[src/rtl/issue_dual_queue_if.sv]
// Decode <-> issue-queue <-> issue-stage handshake bundle.
// master: decode/issue side (drives decoded sets, flush, stalls).
// slave : the issue queue itself.
interface issue_dual_queue_if;
  typedef struct packed {
    logic [31:0] pc;
    logic [9:0]  inst_type;   // 10'h001 = simple ALU op
    logic        rf_we;
    logic [4:0]  rf_rd;
    logic [4:0]  rf_raddr1;
    logic [4:0]  rf_raddr2;
    logic [2:0]  br_type;     // nonzero = branch
    logic        o_valid;
  } pc_set_t;

  pc_set_t d_set1, d_set2, i_set1, i_set2;
  logic    buffer_full, flush_BR, stall_DCache, stall_div;

  modport master (output d_set1, d_set2, flush_BR, stall_DCache, stall_div,
                  input  buffer_full, i_set1, i_set2);
  modport slave  (input  d_set1, d_set2, flush_BR, stall_DCache, stall_div,
                  output buffer_full, i_set1, i_set2);
endinterface

[src/rtl/issue_dual_queue.sv]
// Dual-push / dual-pop circular instruction buffer between decode and issue.
// Head pair is checked against the dual-issue pairing rules each cycle.
// Optional: define ISSUE_PERF_CNT_EN to add issue/dual/full perf counters.
module issue_dual_queue #(
  parameter int DEPTH = 8,
  parameter int PTR_W = $clog2(DEPTH)
) (
  input  logic                 clk,
  input  logic                 rstn,
  issue_dual_queue_if.slave    bus
`ifdef ISSUE_PERF_CNT_EN
  ,
  output logic [31:0]          perf_issue_cycles,
  output logic [31:0]          perf_dual_cycles,
  output logic [31:0]          perf_full_cycles
`endif
);
  localparam int CNT_W = PTR_W + 1;

  // Same layout as the interface struct, so plain assignment converts.
  typedef struct packed {
    logic [31:0] pc;
    logic [9:0]  inst_type;
    logic        rf_we;
    logic [4:0]  rf_rd;
    logic [4:0]  rf_raddr1;
    logic [4:0]  rf_raddr2;
    logic [2:0]  br_type;
    logic        o_valid;
  } entry_t;

  entry_t             mem_q [DEPTH];
  entry_t             mem_d [DEPTH];
  logic [PTR_W-1:0]   wr_ptr_q, wr_ptr_d, rd_ptr_q, rd_ptr_d;
  logic [CNT_W-1:0]   count_q, count_d;

  entry_t             d1, d2, h1, h2, o1, o2;
  logic               full, stall, flush, v1, v2, pair_ok;
  logic [CNT_W-1:0]   n_push, n_pop;

  assign d1    = bus.d_set1;
  assign d2    = bus.d_set2;
  assign flush = bus.flush_BR;
  assign stall = bus.stall_DCache | bus.stall_div;

  assign bus.i_set1      = o1;
  assign bus.i_set2      = o2;
  assign bus.buffer_full = full;

  // Head pair, pairing rules, push/pop amounts and next-state pointers.
  always_comb begin
    h1 = mem_q[rd_ptr_q];
    h2 = mem_q[rd_ptr_q + PTR_W'(1)];
    // Only pipe B takes non-ALU ops; RAW/WAW within the pair; branch issues alone.
    pair_ok = (h1.inst_type == 10'h001 || h2.inst_type == 10'h001)
           && !(h1.rf_we && h1.rf_rd != 5'd0 &&
                (h1.rf_rd == h2.rf_raddr1 || h1.rf_rd == h2.rf_raddr2))
           && !(h1.rf_we && h2.rf_we && h1.rf_rd != 5'd0 && h1.rf_rd == h2.rf_rd)
           && (h1.br_type == 3'd0);
    full = count_q > CNT_W'(DEPTH - 2);
    v1   = (count_q != '0) && !flush;
    v2   = v1 && (count_q >= CNT_W'(2)) && pair_ok;
    o1   = h1;
    o1.o_valid = v1;
    o2   = h2;
    o2.o_valid = v2;

    // Flush already zeroes v1/v2, so only stall gates the pop.
    n_pop = stall ? '0 : (CNT_W'(v1) + CNT_W'(v2));

    // A lone valid set (either slot) is compacted into wr_ptr.
    mem_d  = mem_q;
    n_push = '0;
    if (!full && !flush) begin
      if (d1.o_valid && d2.o_valid) begin
        mem_d[wr_ptr_q]              = d1;
        mem_d[wr_ptr_q + PTR_W'(1)]  = d2;
        n_push = CNT_W'(2);
      end else if (d1.o_valid) begin
        mem_d[wr_ptr_q] = d1;
        n_push = CNT_W'(1);
      end else if (d2.o_valid) begin
        mem_d[wr_ptr_q] = d2;
        n_push = CNT_W'(1);
      end
    end

    wr_ptr_d = wr_ptr_q + PTR_W'(n_push);
    rd_ptr_d = flush ? wr_ptr_q : rd_ptr_q + PTR_W'(n_pop);
    count_d  = flush ? '0 : count_q + n_push - n_pop;
  end

  // Pointer and occupancy state.
  always_ff @(posedge clk or negedge rstn) begin
    if (!rstn) begin
      wr_ptr_q <= '0;
      rd_ptr_q <= '0;
      count_q  <= '0;
    end else begin
      wr_ptr_q <= wr_ptr_d;
      rd_ptr_q <= rd_ptr_d;
      count_q  <= count_d;
    end
  end

  // Entry storage; contents are meaningless until written, so no reset.
  always_ff @(posedge clk) begin
    mem_q <= mem_d;
  end

`ifdef ISSUE_PERF_CNT_EN
  logic [31:0] issue_q, issue_d, dual_q, dual_d, fullc_q, fullc_d;

  // Perf counters; free-running, wrap at 2^32.
  always_comb begin
    issue_d = issue_q + ((!stall && v1) ? 32'd1 : 32'd0);
    dual_d  = dual_q  + ((!stall && v2) ? 32'd1 : 32'd0);
    fullc_d = fullc_q + (full ? 32'd1 : 32'd0);
  end

  // Perf counter registers.
  always_ff @(posedge clk or negedge rstn) begin
    if (!rstn) begin
      issue_q <= '0;
      dual_q  <= '0;
      fullc_q <= '0;
    end else begin
      issue_q <= issue_d;
      dual_q  <= dual_d;
      fullc_q <= fullc_d;
    end
  end

  assign perf_issue_cycles = issue_q;
  assign perf_dual_cycles  = dual_q;
  assign perf_full_cycles  = fullc_q;
`endif

endmodule

[src/flat_wrapper.sv]
// flat-port wrapper written by rule: the top's interface ports become plain ports
module issue_dual_queue_flat 
#(
  parameter int DEPTH = 8,
  parameter int PTR_W = $clog2(DEPTH)
)
  (clk, rstn, bus_d_set1, bus_d_set2, bus_flush_BR, bus_stall_DCache, bus_stall_div, bus_buffer_full, bus_i_set1, bus_i_set2);
  issue_dual_queue_if bus_i ();
  input  logic clk;
  input  logic rstn;
  input wire logic [$bits(bus_i.d_set1)-1:0] bus_d_set1;
  input wire logic [$bits(bus_i.d_set2)-1:0] bus_d_set2;
  input wire logic [$bits(bus_i.flush_BR)-1:0] bus_flush_BR;
  input wire logic [$bits(bus_i.stall_DCache)-1:0] bus_stall_DCache;
  input wire logic [$bits(bus_i.stall_div)-1:0] bus_stall_div;
  output wire logic [$bits(bus_i.buffer_full)-1:0] bus_buffer_full;
  output wire logic [$bits(bus_i.i_set1)-1:0] bus_i_set1;
  output wire logic [$bits(bus_i.i_set2)-1:0] bus_i_set2;
  assign bus_i.d_set1 = bus_d_set1;
  assign bus_i.d_set2 = bus_d_set2;
  assign bus_i.flush_BR = bus_flush_BR;
  assign bus_i.stall_DCache = bus_stall_DCache;
  assign bus_i.stall_div = bus_stall_div;
  assign bus_buffer_full = bus_i.buffer_full;
  assign bus_i_set1 = bus_i.i_set1;
  assign bus_i_set2 = bus_i.i_set2;
  issue_dual_queue #(.DEPTH(DEPTH), .PTR_W(PTR_W)) u_core (.clk(clk), .rstn(rstn), .bus(bus_i));
endmodule
[config.mk]
export PLATFORM = sky130hd
export DESIGN_NAME = issue_dual_queue_flat
export DESIGN_NICKNAME = d
export VERILOG_FILES = /design/src/rtl/issue_dual_queue_if.sv /design/src/rtl/issue_dual_queue.sv /design/src/flat_wrapper.sv
export SDC_FILE = /design/constraint.sdc
export NUM_CORES = 2
export LEC_CHECK = 0
export ABC_CLOCK_PERIOD_IN_PS = 9700
export CORE_ASPECT_RATIO = 0.8
export CORE_MARGIN = 3
export CORE_UTILIZATION = 46
export CTS_BUF_LIST = sky130_fd_sc_hd__clkbuf_2 sky130_fd_sc_hd__clkbuf_4 sky130_fd_sc_hd__clkbuf_8
export DETAILED_ROUTE_END_ITERATION = 8
export GPL_TIMING_DRIVEN = 0
export MAX_ROUTING_LAYER = met4
export PLACE_DENSITY = 0.66
export SYNTH_ARGS = -nofsm -noshare
export SYNTH_HDL_FRONTEND = slang
export SYNTH_SLANG_ARGS = --single-unit
[constraint.sdc]
create_clock -name clk -period 9.7 [get_ports clk]
set_input_delay 2.91 -clock clk [delete_from_list [all_inputs] [get_ports clk]]
set_output_delay 2.91 -clock clk [all_outputs]
set_load 0.05 [all_outputs]
==> summary.md <==
| Metric | Value |
|---|---|
| Run status | `finished with violations` |
| Violated checks | `DRC, capacitance limit, slew limit` |
| Asr flop ratio synth | `0.02008` |
| Hold path endpoint | `u_core.wr_ptr_q[0]` |
| Fill count | `8,619` |
| Htree depth | `3` |
| Main area contributors after synthesis | `edfxtp_1 (34%), mux2i_1 (12%), mux4_2 (11%)` |
| Number of global-route vias before repair | `about 41,000` |
| Register area share after synthesis | `0.3432` |
| Top FF cell, synth | `edfxtp_1` |
| Routed via count | `44,880` |
| Root Buffer Master | `clkbuf_8` |
| Final Power | `20.22 mW` |
| Tot GR Track Use | `0.4231` |
| Clk sink count | `between 400 and 500` |
| Max Root-Sink Buffers | `3` |
| Most common cell after layout, fill and taps aside | `nand2_1` |
| Critical path capture point type | `primary output` |
| Worst clock skew | `52.84 ps` |
| Hpwl dp | `between 100 and 150 mm` |
| Clock slew seen by the registers of the worst setup and hold paths | `around 60 ps` |
| # Post-CTS Setup Buffers | `0` |
| Post-cts repair resize count | `0` |
| TritonCTS buffer count | `94` |
| Routing usage on met1 | `0.5501` |
| Synth Net Count | `4,796` |
| Startpoint types | `flop` |
| Worst EP required | `6790 ps` |
| Initial Utilization | `0.4653` |
| Gpl congestion | `slightly above 1` |
| Worst r2r src | `u_core.rd_ptr_q[1]` |
| Synth Warn # | `0` |
| Max-cap violations | `1` |
| Critical path arrival | `6640 ps` |
| Fraction of layout cells with a size suffix above 1 | `0.1338` |
| Synthesized flop and latch total | `498` |
| Hold buffers post-CTS | `0` |
| Worst min path class | `flop to flop` |
| Relative slew slack | `-0.06007` |
| Reg2Reg Setup Slack | `2540 ps` |
| Grt met2 use | `0.5663` |
| Initial antenna violation count | `21` |
| Unique masters post-synth | `50` |
| Leak pwr | `19.40 nW` |
| Hold slack | `640.1 ps` |
| Hold depth | `1` |
| Die extent in y | `280.8 um` |
| Setup violators final | `0` |
| Per-cell routed wire length | `33.77 um` |
| Post-Synthesis Cells | `4,650` |
| Largest net degree at the start of global routing | `25` |
| IO Port Bufs | `131` |
| First-pass GRT wire length | `between 200 and 300 mm` |
| Peak supply drop | `0.0003130 V` |
| Slew Limit Fails | `14` |
| # rows | `100` |
| R2R Path End | `u_core.count_q[3]` |
| Drt first pass iters | `9` |
| Iter 0 DRT Violations | `8,782` |
| M3 GR Usage | `0.1752` |
| Path depth of the worst reg2reg path | `18` |
| Core area | `0.09334 mm^2` |
| Setup CP Type | `flop to primary output` |
| Hold Startpoint | `u_core.wr_ptr_q[0]` |
| Most Used Layer, Global Route | `met2` |
| Crit-path max FO | `10` |
| Largest area contributor in the netlist | `edfxtp_1` |
| Mean post-synth cell area | `9.340 um^2` |
| Fmax | `0.1047 GHz` |
| GRT overflow | `0` |
| Via density | `7.217` |
| Final net count | `~5,000` |
| Period minus WS final | `9552 ps` |
| Area Growth Syn to Fin | `12.26%` |
| Clk Latency, worst-skew pair | `770 ps` |
| Final Hold Viols | `0` |
| Die Area | `0.09816 mm^2` |
| Mapped cell area | `around 0.043 mm^2` |
| Most frequent cells in the layout | `nand2_1 (1,191), mux2i_1 (525), edfxtp_1 (488)` |
| Final period util | `0.9847` |
| Share of the synthesized area in the top cell type | `0.3374` |
| Num ports | `254` |
| Final WL | `210.0 mm` |
| Antenna Nets Post-Route | `0` |
| Post-synth EDFFs | `488` |
| CTS tree | `yes` |
| RSZ-0062 raised after global routing | `false` |
| DRC viols | `45` |
| P per Cell Area | `approximately 410 mW/mm^2` |
| Worst-Margin Slew | `1590 ps` |
| Die Width | `349.5 um` |
## cells by family after synthesis
group | synth area share
buffers and inverters | 0.06260
adder cells (fa/ha/maj) | 0.005589
XOR/XNOR | 0.005070
flip-flops | 0.3432
AND/OR/NAND/NOR | 0.1313
AO/OA/AOI/OAI | 0.1814
multiplexers | 0.2709
## worst max-delay path by stage
stage | from | slack (ps) | end | cells after the start
floorplan | bus_d_set1[0] | 1980 | u_core.mem_q[100] | 7
global placement | bus_d_set1[0] | -3980 | u_core.mem_q[282] | 7
detailed placement | bus_flush_BR | 690 | bus_i_set2[0] | 6
CTS | u_core.rd_ptr_q[1] | 360 | bus_i_set2[0] | 11
global route | u_core.rd_ptr_q[1] | 250 | bus_i_set2[0] | 11
finish | u_core.rd_ptr_q[1] | 150 | bus_i_set2[0] | 11
## metrics by stage
stage               instance area (um^2)  TNS [ps]  std cells  utilization  setup slack (ps)
global placement                   46270  -1772010       6005       0.4958             -3985
global route                       48750         0       6216       0.5223             246.8
detailed placement                 46910         0       6029       0.5026             688.9
finish                             48760         0       6219       0.5223             148.4
CTS                                48690         0       6193       0.5216             356.8
floorplan                          43430         0       4650            -              1977
## Yosys cell counts, types with 10 or more instances
library cell and n:
edfxtp_1 488, xnor2_1 19, ha_1 13, inv_1 18, buf_1 74, a21boi_0 122, mux2i_1 525, nor2b_1 68
mux2_2 119, dfrtp_1 10, o21ai_0 127, a21oi_1 376, clkbuf_2 61, a211o_1 122, mux4_2 220, a221oi_1 372
nor2_1 147, clkbuf_1 433, buf_2 58, nand2_1 1191
## sequential cells by signal, summed over array words and instances, names as in the netlist
register         count
u_core.rd_ptr_q      3
u_core.count_q       4
u_core.wr_ptr_q      3
u_core.mem_q       488
## area by class of cell
class / count / area (um^2) / area share
multi-input cells: 3491 / 25900 / 0.5312
diodes: 26 / 65.06 / 0.001334
inverters: 21 / 78.83 / 0.001617
clock buffers: 138 / 1655 / 0.03395
repair buffers: 155 / 1858 / 0.03811
well taps: 1224 / 1531 / 0.03141
plain buffers: 640 / 2640 / 0.05415
flip-flops and latches: 498 / 14900 / 0.3057
clock inverters: 26 / 125.1 / 0.002566
## per-layer routing
metal / vias up / share of wire
met5: - / 0
met4: 0 / 0.055
met3: 813 / 0.18
met2: 4556 / 0.40
met1: 21590 / 0.36
li1: 17930 / -
## critical path, cell delays in order (launching register included)
cell and delay (ps):
dfrtp_1 480, ha_1 460, buf_2 400, buf_4 380, buf_2 510, buf_2 520
mux4_2 400, o31ai_1 590, nand4_1 220, a211oi_2 850, buf_4 230, clkdlybuf4s50_1 790
## power by group
| part | switching [mW] | internal [mW] |
|---|---|---|
| combinational | 9.66 | 5.06 |
| sequential | 0.324 | 3.02 |
| clock | 1.08 | 1.09 |
| total | 11.1 | 9.16 |
No activity file was read; power rests on OpenSTA's default activity.
